$ cat config.mk
export PLATFORM = sky130hd
export DESIGN_NAME = bid_agent_flat
export DESIGN_NICKNAME = d
export VERILOG_FILES = /design/src/rtl/bid_agent_pkg.sv /design/src/rtl/bid_agent_if.sv /design/src/rtl/bid_agent.sv /design/src/flat_wrapper.sv
export SDC_FILE = /design/constraint.sdc
export NUM_CORES = 1
export LEC_CHECK = 0
export ABC_AREA = 1
export BUFFER_PORTS_ARGS = -buffer_cell sky130_fd_sc_hd__buf_2
export CORE_UTILIZATION = 45
export CTS_CLUSTER_SIZE = 40
export DETAILED_ROUTE_END_ITERATION = 16
export PLACE_DENSITY = 0.78
export SLEW_MARGIN = 20
export SYNTH_ARGS = -nofsm -noshare
export SYNTH_HDL_FRONTEND = slang
export SYNTH_SLANG_ARGS = --single-unit
$ cat constraint.sdc
create_clock -name clk -period 2.46 [get_ports clk]
set_input_delay 0.123 -clock clk [delete_from_list [all_inputs] [get_ports clk]]
set_output_delay 0.123 -clock clk [all_outputs]
set_load 0.1 [all_outputs]
$ cat src/rtl/bid_agent_pkg.sv
// rtl/bid_agent_pkg.sv - shared types for the bidder-side auction endpoint
package bid_agent_pkg;

    typedef enum logic [1:0] {
        CERR_NONE     = 2'd0,
        CERR_INACTIVE = 2'd1,
        CERR_FUNDS    = 2'd2,
        CERR_INVALID  = 2'd3
    } ctrl_err_t;

    typedef enum logic [2:0] {
        RSP_OK           = 3'd0,
        RSP_ERR_INACTIVE = 3'd1,
        RSP_ERR_FUNDS    = 3'd2,
        RSP_ERR_INVALID  = 3'd3,
        RSP_TIMEOUT      = 3'd4,
        RSP_ABORT        = 3'd5,
        RSP_LOCAL_REJ    = 3'd6
    } rsp_code_t;

    typedef enum logic [1:0] {
        ST_IDLE  = 2'd0,
        ST_ISSUE = 2'd1,
        ST_WAIT  = 2'd2,
        ST_RESP  = 2'd3
    } agent_state_t;

    function automatic rsp_code_t err_to_rsp(input ctrl_err_t e);
        case (e)
            CERR_INACTIVE: return RSP_ERR_INACTIVE;
            CERR_FUNDS:    return RSP_ERR_FUNDS;
            default:       return RSP_ERR_INVALID;
        endcase
    endfunction

endpackage

$ cat src/rtl/bid_agent_if.sv
// rtl/bid_agent_if.sv - local request/response and controller port bundle
interface bid_agent_if #(
    parameter int AMT_W = 16,
    parameter int BAL_W = 32
);
    logic             req_valid;
    logic             req_ready;
    logic             req_kind;
    logic [AMT_W-1:0] req_amt;
    logic             rsp_valid;
    logic             rsp_ready;
    logic [2:0]       rsp_code;
    logic             bid;
    logic             retract;
    logic [AMT_W-1:0] bidAmt;
    logic             ack;
    logic [1:0]       err;
    logic [BAL_W-1:0] balance;
    logic             win;
    logic             roundOver;
    logic [BAL_W-1:0] maxBid;
    logic             round_done;
    logic             won;
    logic [BAL_W-1:0] last_balance;
    logic [BAL_W-1:0] last_maxBid;

    modport master (
        input  req_valid, req_kind, req_amt, rsp_ready,
        input  ack, err, balance, win, roundOver, maxBid,
        output req_ready, rsp_valid, rsp_code, bid, retract, bidAmt,
        output round_done, won, last_balance, last_maxBid
    );

    modport slave (
        output req_valid, req_kind, req_amt, rsp_ready,
        output ack, err, balance, win, roundOver, maxBid,
        input  req_ready, rsp_valid, rsp_code, bid, retract, bidAmt,
        input  round_done, won, last_balance, last_maxBid
    );
endinterface

$ cat src/rtl/bid_agent.sv
// rtl/bid_agent.sv - bidder endpoint: issues bid/retract, resolves status, snapshots round end
module bid_agent
    import bid_agent_pkg::*;
#(
    parameter int AMT_W       = 16,
    parameter int BAL_W       = 32,
    parameter int TIMEOUT_CYC = 16
) (
    input  logic         clk,
    input  logic         reset_n,
    bid_agent_if.master  bus
);

    localparam int CNT_W = $clog2(TIMEOUT_CYC + 1);
    localparam logic [CNT_W-1:0] CNT_LAST = CNT_W'(TIMEOUT_CYC - 1);

    agent_state_t     state_q, state_d;
    logic             kind_q;
    logic [AMT_W-1:0] amt_q;
    logic [CNT_W-1:0] cnt_q, cnt_d;
    rsp_code_t        code_q, code_d;
    logic             has_bid_q;
    logic             ro_q;
    logic             round_done_q;
    logic             won_q;
    logic [BAL_W-1:0] last_balance_q;
    logic [BAL_W-1:0] last_maxbid_q;

    logic             latch_req;
    logic             has_bid_set;
    logic             has_bid_clr;
    logic             ro_rise;
    logic             local_rej;

    assign ro_rise   = bus.roundOver && !ro_q;
    assign local_rej = (!bus.req_kind && (bus.req_amt == '0)) || (bus.req_kind && !has_bid_q);

    always_comb begin
        state_d     = state_q;
        cnt_d       = cnt_q;
        code_d      = code_q;
        latch_req   = 1'b0;
        has_bid_set = 1'b0;
        has_bid_clr = 1'b0;
        case (state_q)
            ST_IDLE: begin
                if (bus.req_valid) begin
                    latch_req = 1'b1;
                    if (local_rej) begin
                        code_d  = RSP_LOCAL_REJ;
                        state_d = ST_RESP;
                    end else begin
                        state_d = ST_ISSUE;
                    end
                end
            end
            ST_ISSUE: begin
                cnt_d   = '0;
                state_d = ST_WAIT;
            end
            ST_WAIT: begin
                // Error outranks a simultaneous ack: the controller rejected the request.
                if (ctrl_err_t'(bus.err) != CERR_NONE) begin
                    code_d  = err_to_rsp(ctrl_err_t'(bus.err));
                    state_d = ST_RESP;
                end else if (bus.ack) begin
                    code_d      = RSP_OK;
                    has_bid_set = !kind_q;
                    has_bid_clr = kind_q;
                    state_d     = ST_RESP;
                end else if (ro_rise) begin
                    code_d  = RSP_ABORT;
                    state_d = ST_RESP;
                end else if (cnt_q == CNT_LAST) begin
                    code_d  = RSP_TIMEOUT;
                    state_d = ST_RESP;
                end else begin
                    cnt_d = cnt_q + CNT_W'(1);
                end
            end
            ST_RESP: begin
                if (bus.rsp_ready) state_d = ST_IDLE;
            end
            default: state_d = ST_IDLE;
        endcase
    end

    always_ff @(posedge clk) begin
        if (!reset_n) begin
            state_q        <= ST_IDLE;
            kind_q         <= 1'b0;
            amt_q          <= '0;
            cnt_q          <= '0;
            code_q         <= RSP_OK;
            has_bid_q      <= 1'b0;
            ro_q           <= 1'b0;
            round_done_q   <= 1'b0;
            won_q          <= 1'b0;
            last_balance_q <= '0;
            last_maxbid_q  <= '0;
        end else begin
            state_q      <= state_d;
            cnt_q        <= cnt_d;
            code_q       <= code_d;
            ro_q         <= bus.roundOver;
            round_done_q <= ro_rise;
            if (latch_req) begin
                kind_q <= bus.req_kind;
                amt_q  <= bus.req_amt;
            end
            // Round end invalidates any standing bid, even one acked this cycle.
            if (ro_rise)          has_bid_q <= 1'b0;
            else if (has_bid_set) has_bid_q <= 1'b1;
            else if (has_bid_clr) has_bid_q <= 1'b0;
            if (ro_rise) begin
                won_q          <= bus.win;
                last_balance_q <= bus.balance;
                last_maxbid_q  <= bus.maxBid;
            end
        end
    end

    assign bus.req_ready    = reset_n && (state_q == ST_IDLE);
    assign bus.rsp_valid    = (state_q == ST_RESP);
    assign bus.rsp_code     = code_q;
    assign bus.bid          = (state_q == ST_ISSUE) && !kind_q;
    assign bus.retract      = (state_q == ST_ISSUE) && kind_q;
    assign bus.bidAmt       = ((state_q == ST_ISSUE) && !kind_q) ? amt_q : '0;
    assign bus.round_done   = round_done_q;
    assign bus.won          = won_q;
    assign bus.last_balance = last_balance_q;
    assign bus.last_maxBid  = last_maxbid_q;

endmodule

$ cat src/flat_wrapper.sv
// flat-port wrapper written by rule: the top's interface ports become plain ports
module bid_agent_flat import bid_agent_pkg::*;
#(
    parameter int AMT_W       = 16,
    parameter int BAL_W       = 32,
    parameter int TIMEOUT_CYC = 16
)
  (clk, reset_n, bus_req_valid, bus_req_kind, bus_req_amt, bus_rsp_ready, bus_ack, bus_err, bus_balance, bus_win, bus_roundOver, bus_maxBid, bus_req_ready, bus_rsp_valid, bus_rsp_code, bus_bid, bus_retract, bus_bidAmt, bus_round_done, bus_won, bus_last_balance, bus_last_maxBid);
  bid_agent_if #(.AMT_W(AMT_W), .BAL_W(BAL_W)) bus_i ();
  input  logic clk;
  input  logic reset_n;
  input wire logic [$bits(bus_i.req_valid)-1:0] bus_req_valid;
  input wire logic [$bits(bus_i.req_kind)-1:0] bus_req_kind;
  input wire logic [$bits(bus_i.req_amt)-1:0] bus_req_amt;
  input wire logic [$bits(bus_i.rsp_ready)-1:0] bus_rsp_ready;
  input wire logic [$bits(bus_i.ack)-1:0] bus_ack;
  input wire logic [$bits(bus_i.err)-1:0] bus_err;
  input wire logic [$bits(bus_i.balance)-1:0] bus_balance;
  input wire logic [$bits(bus_i.win)-1:0] bus_win;
  input wire logic [$bits(bus_i.roundOver)-1:0] bus_roundOver;
  input wire logic [$bits(bus_i.maxBid)-1:0] bus_maxBid;
  output wire logic [$bits(bus_i.req_ready)-1:0] bus_req_ready;
  output wire logic [$bits(bus_i.rsp_valid)-1:0] bus_rsp_valid;
  output wire logic [$bits(bus_i.rsp_code)-1:0] bus_rsp_code;
  output wire logic [$bits(bus_i.bid)-1:0] bus_bid;
  output wire logic [$bits(bus_i.retract)-1:0] bus_retract;
  output wire logic [$bits(bus_i.bidAmt)-1:0] bus_bidAmt;
  output wire logic [$bits(bus_i.round_done)-1:0] bus_round_done;
  output wire logic [$bits(bus_i.won)-1:0] bus_won;
  output wire logic [$bits(bus_i.last_balance)-1:0] bus_last_balance;
  output wire logic [$bits(bus_i.last_maxBid)-1:0] bus_last_maxBid;
  assign bus_i.req_valid = bus_req_valid;
  assign bus_i.req_kind = bus_req_kind;
  assign bus_i.req_amt = bus_req_amt;
  assign bus_i.rsp_ready = bus_rsp_ready;
  assign bus_i.ack = bus_ack;
  assign bus_i.err = bus_err;
  assign bus_i.balance = bus_balance;
  assign bus_i.win = bus_win;
  assign bus_i.roundOver = bus_roundOver;
  assign bus_i.maxBid = bus_maxBid;
  assign bus_req_ready = bus_i.req_ready;
  assign bus_rsp_valid = bus_i.rsp_valid;
  assign bus_rsp_code = bus_i.rsp_code;
  assign bus_bid = bus_i.bid;
  assign bus_retract = bus_i.retract;
  assign bus_bidAmt = bus_i.bidAmt;
  assign bus_round_done = bus_i.round_done;
  assign bus_won = bus_i.won;
  assign bus_last_balance = bus_i.last_balance;
  assign bus_last_maxBid = bus_i.last_maxBid;
  bid_agent #(.AMT_W(AMT_W), .BAL_W(BAL_W), .TIMEOUT_CYC(TIMEOUT_CYC)) u_core (.clk(clk), .reset_n(reset_n), .bus(bus_i));
endmodule
==> impl_metrics.csv <==
group,metric,value,unit
sta,worst_pin_slew,0.823,ns
critical_path,r2r_start,"u_core.state_q[0]",
critical_path,crit_chain,"inv_1 -> ha_1 -> inv_1 -> nor2_4 -> inv_2 -> nor2_4 -> buf_2",
route,drt_iter0_markers,137,
critical_path,cp-start-kind,"flip-flop",
clock_tree,cts_tree,"yes",
finish,final_common_cell,"buf_2",
clock_tree,ctsHoldBuffers,65,
floorplanning,io_pins,179,
sta,min_period_over_period,0.928,
yosys,synth_top_cell_by_area,"dfxtp_1",
critical_path,endpoint,"bus_bidAmt[10]",
clock_tree,cts_setup_buffers,0,
critical_path,reg2reg_depth,5,
critical_path,crit-reg2reg-capture,"u_core.amt_q[4]",
yosys,ys_top_cells_by_area,"dfxtp_1 (51%), nand2_1 (15%), nand3_1 (9.6%)",
floorplanning,fp.dieH,93.3,um
finish,fin_util,0.713,
power_and_ir_drop,powerDensity,904,nW/um^2
sta,rsz0062_at_grt,"false",
finish,finalNonFillerCells,831,
clock_tree,cts.sinks,95,
clock_tree,htree_levels,3,
critical_path,worst_ep_required_time,2.34,ns
route,viasPerCell,4.96,
clock_tree,cts_buffers,9,
critical_path,critPathMaxFanout,16,
grt,grt_pass1_vias,4069,
critical_path,worstSetupStartpoint,"u_core.state_q[1]",
yosys,syn_area,3750,um^2
route,wire_per_inst,13.9,um
clock_tree,cts_max_path_buffers,2,
power_and_ir_drop,leakage,2.93,nW
min_path,min_path_type,"input pin to flip-flop",
finish,area_growth,49.7,%
yosys,netlist.area_leader.share,0.507,
route,drt_pre_antenna_iters,5,
critical_path,r2r_setup_slack,0.50,ns
floorplanning,core,7890,um^2
placement,portBuffers,178,
critical_path,cpPeakStageDelay,0.42,ns
yosys,syn-instance-count,493,
flow_run,drv_cap,0,
floorplanning,die_area,8710,um^2
route,wirelength,11600,um
status,status,"complete, no violations",
finish,drive_gt1_frac,0.322,
clock_tree,clk_pin_slew,0.09,ns
route,ant_nets,0,
placement,gp_congestion,0.820,
yosys,seq_area_frac_synth,0.507,
grt,antenna_found_initial,0,
yosys,syn_area_per_cell,7.61,um^2
critical_path,cp_slowest_cell,"buf_2",
sta,max-slew-margin-rel,0.450,
yosys,ys.flop_type,"dfxtp_1",
sta,finalHoldViolCount,0,
floorplanning,die_x,93.3,um
yosys,synth.ff_latch_count,95,
placement,dpl.hpwl,7000,um
clock_tree,cts_root_buf,"clkbuf_8",
yosys,yosysWarnings,0,
finish,antenna_cells,0,
grt,grt_usage,0.264,
clock_tree,cts-resized-gates,0,
yosys,synth_nets,590,
finish,layout_common_cells,"buf_2 (178), nand2_1 (152), dfxtp_1 (95)",
floorplanning,start_util,0.476,
sta,slew_violations,0,
yosys,synth-edff-count,0,
placement,dpl.cell_count,750,
critical_path,critical_path.endpoint_type,"output pin",
power_and_ir_drop,vdd_drop_max,0.407,mV
sta,fin_tns_setup,0,ns
route,num_vias,4124,
floorplanning,rows,32,
grt,overflow,0,
route,drc_errors,0,
sta,skew,0.00590,ns
grt,grt_pass1_wl,18100,um
sta,period_minus_slack,2.28,ns
sta,setup_viol,0,
critical_path,arrival,2.16,ns
sta,fmax,0.438,GHz
yosys,async_flop_share,0,
critical_path,crit_type,"flip-flop to output pin",
grt,grt_max_degree,62,
yosys,yosys.cell_types.count,29,
finish,layout.nets,821,
clock_tree,clk_latency,0.35,ns
[worst max-delay path: cells and delay by family, from the launching register on]
family        cells  cell delay, ns
fa+ha+maj         1            0.30
flops             1            0.34
simple gates      2            0.29
buf+inv           4            0.88
[Yosys cell counts, types with 2 or more instances]
master	number
nand3_1	72
nor2_2	2
nand3_2	2
ha_1	7
nor2_4	2
a21oi_1	27
and3_1	2
o21ai_0	19
nor2_1	35
nor3_1	2
nand2_2	2
buf_4	3
clkbuf_1	7
dfxtp_1	95
buf_2	11
nand2_1	152
inv_1	34
a21oi_2	2
buf_1	7
[power by group]
part           internal [mW]  switching (mW)
combinational          0.515            1.83
sequential              1.73          0.0871
clock                  0.372           0.555
total                   2.61            2.47
[registers in the layout, summed over array words and instances, names as in the netlist]
register	flops
u_core.bus.last_balance	32
u_core.bus.last_maxBid	32
u_core.amt_q	16
u_core.cnt_q	5
u_core.bus.rsp_code	3
u_core.state_q	2
u_core.bus.round_done	1
u_core.bus.won	1
u_core.has_bid_q	1
u_core.kind_q	1
u_core.ro_q	1
[through the flow]
step | total power [mW] | cell area (um^2) | setup WS (ns) | hold slack [ns]
finish | 5.08 | 5620 | 0.177 | 0.0507
global route | 5.30 | 5620 | 0.0307 | 0.0565
CTS | 5.09 | 5620 | 0.153 | 0.0353
detailed placement | 4.09 | 4800 | 0.557 | 0.315
global placement | 4.03 | 4800 | 0.642 | 0.309
floorplan | 3.72 | 3850 | 0.0342 | 0.226
[area by class of cell]
class | count | area [um^2]
Multi-Input combinational cell | 334 | 1690
Timing Repair Buffer | 248 | 1590
Tap cell | 102 | 128
Sequential cell | 95 | 1900
Clock inverter | 6 | 45.0
Clock buffer | 10 | 128
Inverter | 36 | 136
Fill cell | 600 | 2270
[metal layers]
layer | global-route usage | vias to the layer above | part of all wire
li1 | - | 2025 | -
met1 | 0.287 | 1838 | 0.38
met2 | 0.477 | 218 | 0.50
met3 | 0.0610 | 43 | 0.085
met4 | 0.135 | 0 | 0.034
met5 | 0 | - | 0
[cells by family after synthesis]
| logic type | after synthesis | synth area share |
|---|---|---|
| DFF | 95 | 0.507 |
| adders and majority gates | 7 | 0.0233 |
| and+or+nand+nor | 275 | 0.320 |
| buffers and inverters | 64 | 0.0710 |
| AOI/OAI and AO/OA | 52 | 0.0790 |
[worst min-delay path by stage]
stage / start / endpoint / cells past startpoint
3_3_place_gp: bus_balance[15] / u_core.bus.last_balance[15] / 3
2_1_floorplan: bus_balance[0] / u_core.bus.last_balance[0] / 2
3_5_place_dp: bus_balance[7] / u_core.bus.last_balance[7] / 3
4_1_cts: bus_roundOver / u_core.ro_q / 3
6_report: bus_roundOver / u_core.ro_q / 3
5_1_grt: bus_roundOver / u_core.ro_q / 3
Power figures use the tool's default switching activity.
